File: config.mk
export PLATFORM = sky130hd
export DESIGN_NAME = neuron_layer_seq
export DESIGN_NICKNAME = d
export VERILOG_FILES = /design/src/rtl/neuron_layer_seq.sv
export SDC_FILE = /design/constraint.sdc
export NUM_CORES = 1
export LEC_CHECK = 0
export BUFFER_PORTS_ARGS = -buffer_cell sky130_fd_sc_hd__buf_2
export CORE_AREA = 2 2 101 94
export DETAILED_ROUTE_END_ITERATION = 10
export DIE_AREA = 0 0 103 96
export GPL_ROUTABILITY_DRIVEN = 0
export PLACE_DENSITY = 0.77
export SYNTH_ARGS = -nofsm -noshare
export SYNTH_HDL_FRONTEND = slang
export SYNTH_SLANG_ARGS = --single-unit
export TNS_END_PERCENT = 30
File: constraint.sdc
create_clock -name clk -period 3.5 [get_ports clk]
set_input_delay 0.7 -clock clk [delete_from_list [all_inputs] [get_ports clk]]
set_output_delay 0.7 -clock clk [all_outputs]
set_load 0.01 [all_outputs]
File: src/rtl/neuron_layer_seq.sv
// Sequences one fully-connected layer over a shared Neuron MAC: per neuron BIAS, LOAD,
// N_INPUTS x ACC, STORE (N_INPUTS+3 cycles), then one DONE cycle; no backpressure, abort wins.
module neuron_layer_seq #(
    parameter int N_INPUTS  = 784,
    parameter int N_NEURONS = 10,
    parameter int W_RESULT  = 32,
    parameter int RELU      = 1,
    localparam int JW = (N_NEURONS > 1) ? $clog2(N_NEURONS) : 1,
    localparam int IW = (N_INPUTS > 1) ? $clog2(N_INPUTS) : 1,
    localparam int WW = (N_NEURONS * N_INPUTS > 1) ? $clog2(N_NEURONS * N_INPUTS) : 1
) (
    input  logic                clk,
    input  logic                rstn,
    input  logic                start,
    input  logic                abort,
    output logic                busy,
    output logic                done,
    output logic [JW-1:0]       bias_addr,
    output logic [IW-1:0]       pix_addr,
    output logic [WW-1:0]       w_addr,
    output logic                n_clear,
    output logic                n_set_bias,
    output logic                n_active,
    input  logic [W_RESULT-1:0] n_sigma,
    output logic                res_we,
    output logic [JW-1:0]       res_addr,
    output logic [W_RESULT-1:0] res_data
);

    typedef enum logic [2:0] {
        S_IDLE, S_BIAS, S_LOAD, S_ACC, S_STORE, S_DONE
    } state_t;

    state_t              state_q, state_d;
    logic [JW-1:0]       j_q, j_d;
    logic [IW-1:0]       i_q, i_d;
    logic [WW-1:0]       w_q, w_d;
    logic [JW-1:0]       bias_addr_q, res_addr_q;
    logic [IW-1:0]       pix_addr_q;
    logic [WW-1:0]       w_addr_q;
    logic [W_RESULT-1:0] res_data_q;
    logic [W_RESULT-1:0] sigma_f;

    assign sigma_f = ((RELU != 0) && n_sigma[W_RESULT-1]) ? '0 : n_sigma;
    assign busy    = (state_q != S_IDLE);

    // Addresses and result bus fall back to their last driven value outside their own state.
    always_comb begin
        state_d    = state_q;
        j_d        = j_q;
        i_d        = i_q;
        w_d        = w_q;
        bias_addr  = bias_addr_q;
        pix_addr   = pix_addr_q;
        w_addr     = w_addr_q;
        res_addr   = res_addr_q;
        res_data   = res_data_q;
        n_clear    = 1'b0;
        n_set_bias = 1'b0;
        n_active   = 1'b0;
        res_we     = 1'b0;
        done       = 1'b0;
        if (state_q != S_IDLE && abort) begin
            n_clear = 1'b1;
            state_d = S_IDLE;
        end else begin
            case (state_q)
                S_IDLE: begin
                    if (start && !abort) begin
                        n_clear = 1'b1;
                        j_d     = '0;
                        w_d     = '0;
                        state_d = S_BIAS;
                    end
                end
                S_BIAS: begin
                    bias_addr = j_q;
                    state_d   = S_LOAD;
                end
                S_LOAD: begin
                    n_set_bias = 1'b1;
                    pix_addr   = '0;
                    w_addr     = w_q;
                    i_d        = '0;
                    state_d    = S_ACC;
                end
                S_ACC: begin
                    n_active = 1'b1;
                    w_d      = w_q + WW'(1);
                    if (i_q != IW'(N_INPUTS - 1)) begin
                        pix_addr = i_q + IW'(1);
                        w_addr   = w_q + WW'(1);
                        i_d      = i_q + IW'(1);
                    end else begin
                        state_d = S_STORE;
                    end
                end
                S_STORE: begin
                    res_we   = 1'b1;
                    res_addr = j_q;
                    res_data = sigma_f;
                    if (j_q == JW'(N_NEURONS - 1)) begin
                        state_d = S_DONE;
                    end else begin
                        j_d     = j_q + JW'(1);
                        state_d = S_BIAS;
                    end
                end
                S_DONE: begin
                    done    = 1'b1;
                    state_d = S_IDLE;
                end
                default: state_d = S_IDLE;
            endcase
        end
    end

    always_ff @(posedge clk or negedge rstn) begin
        if (!rstn) begin
            state_q     <= S_IDLE;
            j_q         <= '0;
            i_q         <= '0;
            w_q         <= '0;
            bias_addr_q <= '0;
            pix_addr_q  <= '0;
            w_addr_q    <= '0;
            res_addr_q  <= '0;
            res_data_q  <= '0;
        end else begin
            state_q     <= state_d;
            j_q         <= j_d;
            i_q         <= i_d;
            w_q         <= w_d;
            bias_addr_q <= bias_addr;
            pix_addr_q  <= pix_addr;
            w_addr_q    <= w_addr;
            res_addr_q  <= res_addr;
            res_data_q  <= res_data;
        end
    end

endmodule

==> results of run 1 <==
-- logic make-up after synthesis --
family          after synthesis
compound gates              123
xor+xnor                     15
fa+ha+maj                     4
buf+inv                      36
flops                        93
mux                           6
simple gates                202
-- metrics by stage --
stage	hold WS [ps]	setup WS [ps]	total power, mW	cell area [µm²]	util (%)
floorplan	404	910	1.41	4570	-
global placement	456	448	1.56	5110	57.9
detailed placement	459	273	1.57	5110	57.9
CTS	374	20.2	2.23	5290	59.9
global route	392	53.0	2.33	5320	60.2
finish	358	182	2.21	5320	60.2
-- metal layers --
metal  part of all wire, %  track usage (%)  wire (µm)
met4                   1.3             6.91        134
met5                     0                0          0
met1                    47             28.6       4750
met2                    48             35.3       4860
met3                   4.5             4.21        461
-- Yosys cell counts, drive strengths merged --
cell type / instances
or2: 2
a21o: 4
nor3: 7
nor4: 2
nand4: 4
nand4bb: 1
o21ai: 72
and4: 3
ha: 4
buf: 15
clkbuf: 16
nand2b: 31
nand3: 11
a2111oi: 1
a32oi: 3
o31ai: 9
inv: 5
nand3b: 2
and3b: 1
nor4b: 1
or3b: 1
dfrtp: 93
a221oi: 1
a22o: 4
mux2: 5
a31oi: 9
nor2b: 2
a211oi: 2
mux2i: 1
xnor2: 8
xor2: 7
a21oi: 13
and2: 3
and3: 6
o311ai: 5
or3: 3
nor3b: 3
or4: 1
nand2: 80
nor2: 38
-- final cells by class --
class | instances | area, µm² | share of cell area [%]
multi-input combinational | 351 | 2060 | 38.7
timing repair buffer | 112 | 596 | 11.2
inverter | 5 | 18.8 | 0.353
tap | 122 | 153 | 2.87
clock inverter | 3 | 40.0 | 0.752
sequential | 93 | 2330 | 43.8
clock buffer | 10 | 128 | 2.40
-- worst max-delay path: cells and delay by family, from the launching register on --
kind / cells / cell delay [ps]
simple gates: 1 / 440
compound gates: 4 / 1200
flops: 1 / 430
buf+inv: 1 / 190
-- state kept, by name, summed over array words and instances (netlist names) --
register / count
bias_addr_q: 4
i_q: 10
j_q: 4
pix_addr_q: 10
res_addr_q: 4
res_data_q: 32
state_q: 3
w_addr_q: 13
w_q: 13
-- what timing repair did --
action | in CTS | in global routing
pin swaps | 1 | 1
resized for setup | 0 | 2
gates cloned | 1 | 0
buffers inserted | 0 | 3
setup endpoints to repair | 5 | 20
-- final timing paths --
path | from | endpoint | slack (ps) | cells after the start
min in group clk | pix_addr_q[6] | pix_addr_q[6] | 480 | 1
worst min-delay path | rstn | res_data_q[31] | 360 | 1
max in group asynchronous | rstn | res_data_q[25] | 2380 | 2
worst max register to register | i_q[6] | i_q[9] | 1180 | 5
worst max-delay path | i_q[6] | w_addr[9] | 180 | 6
worst min register to register | pix_addr_q[6] | pix_addr_q[6] | 480 | 1
-- power breakdown --
group          internal, mW  switching, mW  total [mW]
logic                 0.138          0.216       0.354
clock network         0.317          0.346       0.663
registers              1.16         0.0377        1.19
total                  1.61          0.600        2.21
==> results.toml, run 1 <==
[synthesis]
synth-compound-area-share_pct = 16.6
syn_nets = 519
ys_seq_area_share_pct = 50.9
synth_cell_types = 56
synthXorXnorAreaFrac_pct = 2.88
synth-simple-area-share_pct = 22.7
yosysTopAreaCell = "dfrtp_1"
syn_area_um2 = 4570
synth.top_cell.area_share_pct = 50.9
synthAdderAreaFrac_pct = 1.10
ys_seq_elements = 93
synth_mux_area_share_pct = 1.45
yosysWarnings = 0
synthCells = 479
synth_top_family_by_area = "simple AND/OR/NAND/NOR gates"
synth_area_leaders = "dfrtp_1 (51%), nand2_1 (6.6%), o21ai_0 (6.6%)"
syn_avg_cell_area_um2 = 9.54

[worst_setup_path]
path_cells = "nand4bb_1, o31ai_4, a31oi_1, o21ai_0, o311ai_1, buf_2"
critical_path_arrival_ps = 2620
critPathMaxFanout = 13
worstPathRequired_ps = 2800
cpPeakStageDelay_ps = 730
cp_slowest_cell = "o31ai_4"
path_class = "register to primary output"
critPathLaunchType = "register"
critPathCaptureType = "primary output"

[pwr]
cellPowerDensity_nw_per_um2 = 415
p_leak_nw = 2.65
ir_drop_mv = 0.179

[drt]
wirelength_um = 10200
viasPerCell = 5.43
drt-initial-drc-count = 144
wl_per_cell_um = 14.7
first_pass_iters = 4
drc_errors = 0
drtAntennaViolNets = 0
vias = 3779

[global_route]
grt_max_degree = 70
antenna_found_initial = 0
grt_use_total_pct = 21.4
grt_first_pass_wirelength_um = 16700
grt_pass1_vias = 3650
grt_overflow = 0

[floorplanning]
die_h_um = 96
die_w_um = 103
initial_utilization_pct = 51.7
core.rowCount = 33
core_area_um2 = 8840
ioPinCount = 105
die_area_um2 = 9890

[sta]
worst_pin_slew_ps = 994
finalSetupViolations = 0
timing.fmax_mhz = 301
min_period_ps = 3320
period_share_pct = 94.8
rsz0062_at_grt = "false"
skew_ps = 11.0
maxSlewViolCount = 0
max_slew_margin_pct = 33.3
finalHoldViolCount = 0
setup_tns_ps = 0

[clock_network]
cts_made_buffers = 9
postCtsHoldBufs = 0
cts.sinks = 93
cts_root_buf = "clkbuf_8"
cts_buffer_depth = 2
insertion_delay_ps = 350
clkTransAtPathRegs_ps = 80
cts_htree_levels = 3
cts_tree = "done"

[layout]
antenna_cells = 0
nets = 612
final_common_cell = "buf_2"
area_growth_pct = 16.5
fillers = 798
layoutNonFillerInstCount = 696
layout_common_cells = "buf_2 (103), dfrtp_1 (92), nand2_1 (80), o21ai_0 (60), nor2_1 (35)"
drive_gt1_share_pct = 25.4

[status]
status = "complete, no violations"

[worst_hold_path]
min_path_type = "primary input to asynchronous set/reset pin"

[placement]
dp_hpwl_um = 7030
port-buffer-count = 104
dp.cells = 679

[flow_run]
drv_cap = 0
Note: power is estimated with default switching activity, not from simulation.
==> run 2, diff against run 1 <==
--- a/config.mk
+++ b/config.mk
@@ -6,11 +6,11 @@
 export NUM_CORES = 1
 export LEC_CHECK = 0
 export BUFFER_PORTS_ARGS = -buffer_cell sky130_fd_sc_hd__buf_2
-export CORE_AREA = 2 2 101 94
+export CORE_AREA = 2 2 110 101
 export DETAILED_ROUTE_END_ITERATION = 10
-export DIE_AREA = 0 0 103 96
+export DIE_AREA = 0 0 112 103
 export GPL_ROUTABILITY_DRIVEN = 0
-export PLACE_DENSITY = 0.77
+export PLACE_DENSITY = 0.67
 export SYNTH_ARGS = -nofsm -noshare
 export SYNTH_HDL_FRONTEND = slang
 export SYNTH_SLANG_ARGS = --single-unit
==> results.toml, run 2 (synthesis results as in run 1) <==
[drt]
viasPerCell = 5.32
drc_errors = 0
vias = 3773
first_pass_iters = 4
drtAntennaViolNets = 0
drt-initial-drc-count = 221
wl_per_cell_um = 15.2
wirelength_um = 10800

[sta]
worst_pin_slew_ps = 888
finalSetupViolations = 0
setup_tns_ps = 0
whs_ps = 472
skew_ps = 5.62
min_period_ps = 3290
max_slew_margin_pct = 40.8
rsz0062_at_grt = "false"
finalHoldViolCount = 0
period_share_pct = 93.9
timing.fmax_mhz = 304
postLayoutSetupSlackWorst_ps = 214
maxSlewViolCount = 0

[flow_run]
drv_cap = 0

[worst_hold_path]
hold_start = "pix_addr_q[6]"
hold_depth = 1
whs_endpoint = "pix_addr_q[6]"
min_path_type = "register to register"

[layout]
layout_common_cells = "buf_2 (103), dfrtp_1 (93), nand2_1 (80), o21ai_0 (60), nor2_1 (35)"
top_regs = "res_data_q x32, w_addr_q x13, w_q x13"
layoutNonFillerInstCount = 709
final_common_cell = "buf_2"
antenna_cells = 0
drive_gt1_share_pct = 25.2
nets = 612
area_growth_pct = 19.3
largest_reg_flops = 32
fillers = 1016
top_register = "res_data_q"

[placement]
pre_cts_slack_ps = 371
port-buffer-count = 104
dp.cells = 691
dp_hpwl_um = 7310

[worst_setup_path]
critPathCaptureType = "primary output"
critPathLaunchType = "register"
reg2reg_from = "state_q[1]"
path_class = "register to primary output"
worstPathRequired_ps = 2800
critical_path_arrival_ps = 2590
critPathMaxFanout = 20
r2r_slack_ps = 1320
rr_worst_depth = 5
reg2reg_to = "w_addr_q[10]"

[global_route]
grt_overflow = 0
grt_first_pass_wirelength_um = 17500
grt_max_degree = 70
antenna_found_initial = 0
grt_pass1_vias = 3495
grt_use_total_pct = 19.0

[floorplanning]
die_h_um = 103
core_area_um2 = 10500
die_area_um2 = 11500
ioPinCount = 105
core.rowCount = 36
die_w_um = 112
initial_utilization_pct = 43.3

[pwr]
cellPowerDensity_nw_per_um2 = 454
p_leak_nw = 2.70
ir_drop_mv = 0.374
power.total_mw = 2.47

[clock_network]
insertion_delay_ps = 340
cts_root_buf = "clkbuf_16"
cts.sinks = 93
clkTransAtPathRegs_ps = 60
cts_made_buffers = 9
cts_tree = "done"
cts_htree_levels = 3
cts_buffer_depth = 2

[status]
status = "complete, no violations"
## run 2: stage by stage
stage / area [µm²] / util [%]
global route: 5450 / 51.7
detailed placement: 5130 / 48.7
global placement: 5130 / 48.7
CTS: 5410 / 51.4
floorplan: 4570 / -
finish: 5450 / 51.7
## run 2: cell type report
class	instances	area, µm²	area share [%]
inverter	5	18.8	0.344
clock inverter	1	5.00	0.0918
sequential	93	2330	42.7
clock buffer	14	274	5.03
multi-input combinational	351	2060	37.8
timing repair buffer	112	596	10.9
tap	133	166	3.05
## run 2: where the power goes
part | internal (mW) | total [mW] | leakage, nW | switching (mW)
clock network | 0.535 | 0.921 | 0.139 | 0.386
registers | 1.16 | 1.20 | 1.28 | 0.0388
logic | 0.139 | 0.355 | 1.28 | 0.216
## run 2: how the worst max path moves through the flow
stage / start / endpoint / slack (ps)
CTS: i_q[0] / w_addr[8] / 60
finish: state_q[1] / w_addr[10] / 210
floorplan: abort / w_addr[5] / 910
global route: state_q[1] / w_addr[10] / 20
global placement: i_q[0] / w_addr[12] / 450
detailed placement: i_q[0] / w_addr[8] / 370
## run 2: critical path: stages (launching register included)
cell      delay [ps]
dfrtp_1          650
nand3b_4         180
or2_4            360
inv_2            250
o31ai_4          210
o311ai_1         390
buf_2            200
## run 2: repair_timing
item | CTS | global route
hold buffers | 0 | 0
endpoints found under the setup margin | 1 | 9
pin swaps | 1 | 2
resized for setup | 0 | 1
gates cloned | 0 | 1
buffers inserted | 0 | 2
## run 2: metal layers
layer  vias up  routed length (µm)  GRT usage, %
li1       1859                   -             -
met1      1814                4880          25.1
met2        96                5230          31.3
met3         4                 563          5.06
met4         0                  91          5.25
met5         -                   0             0
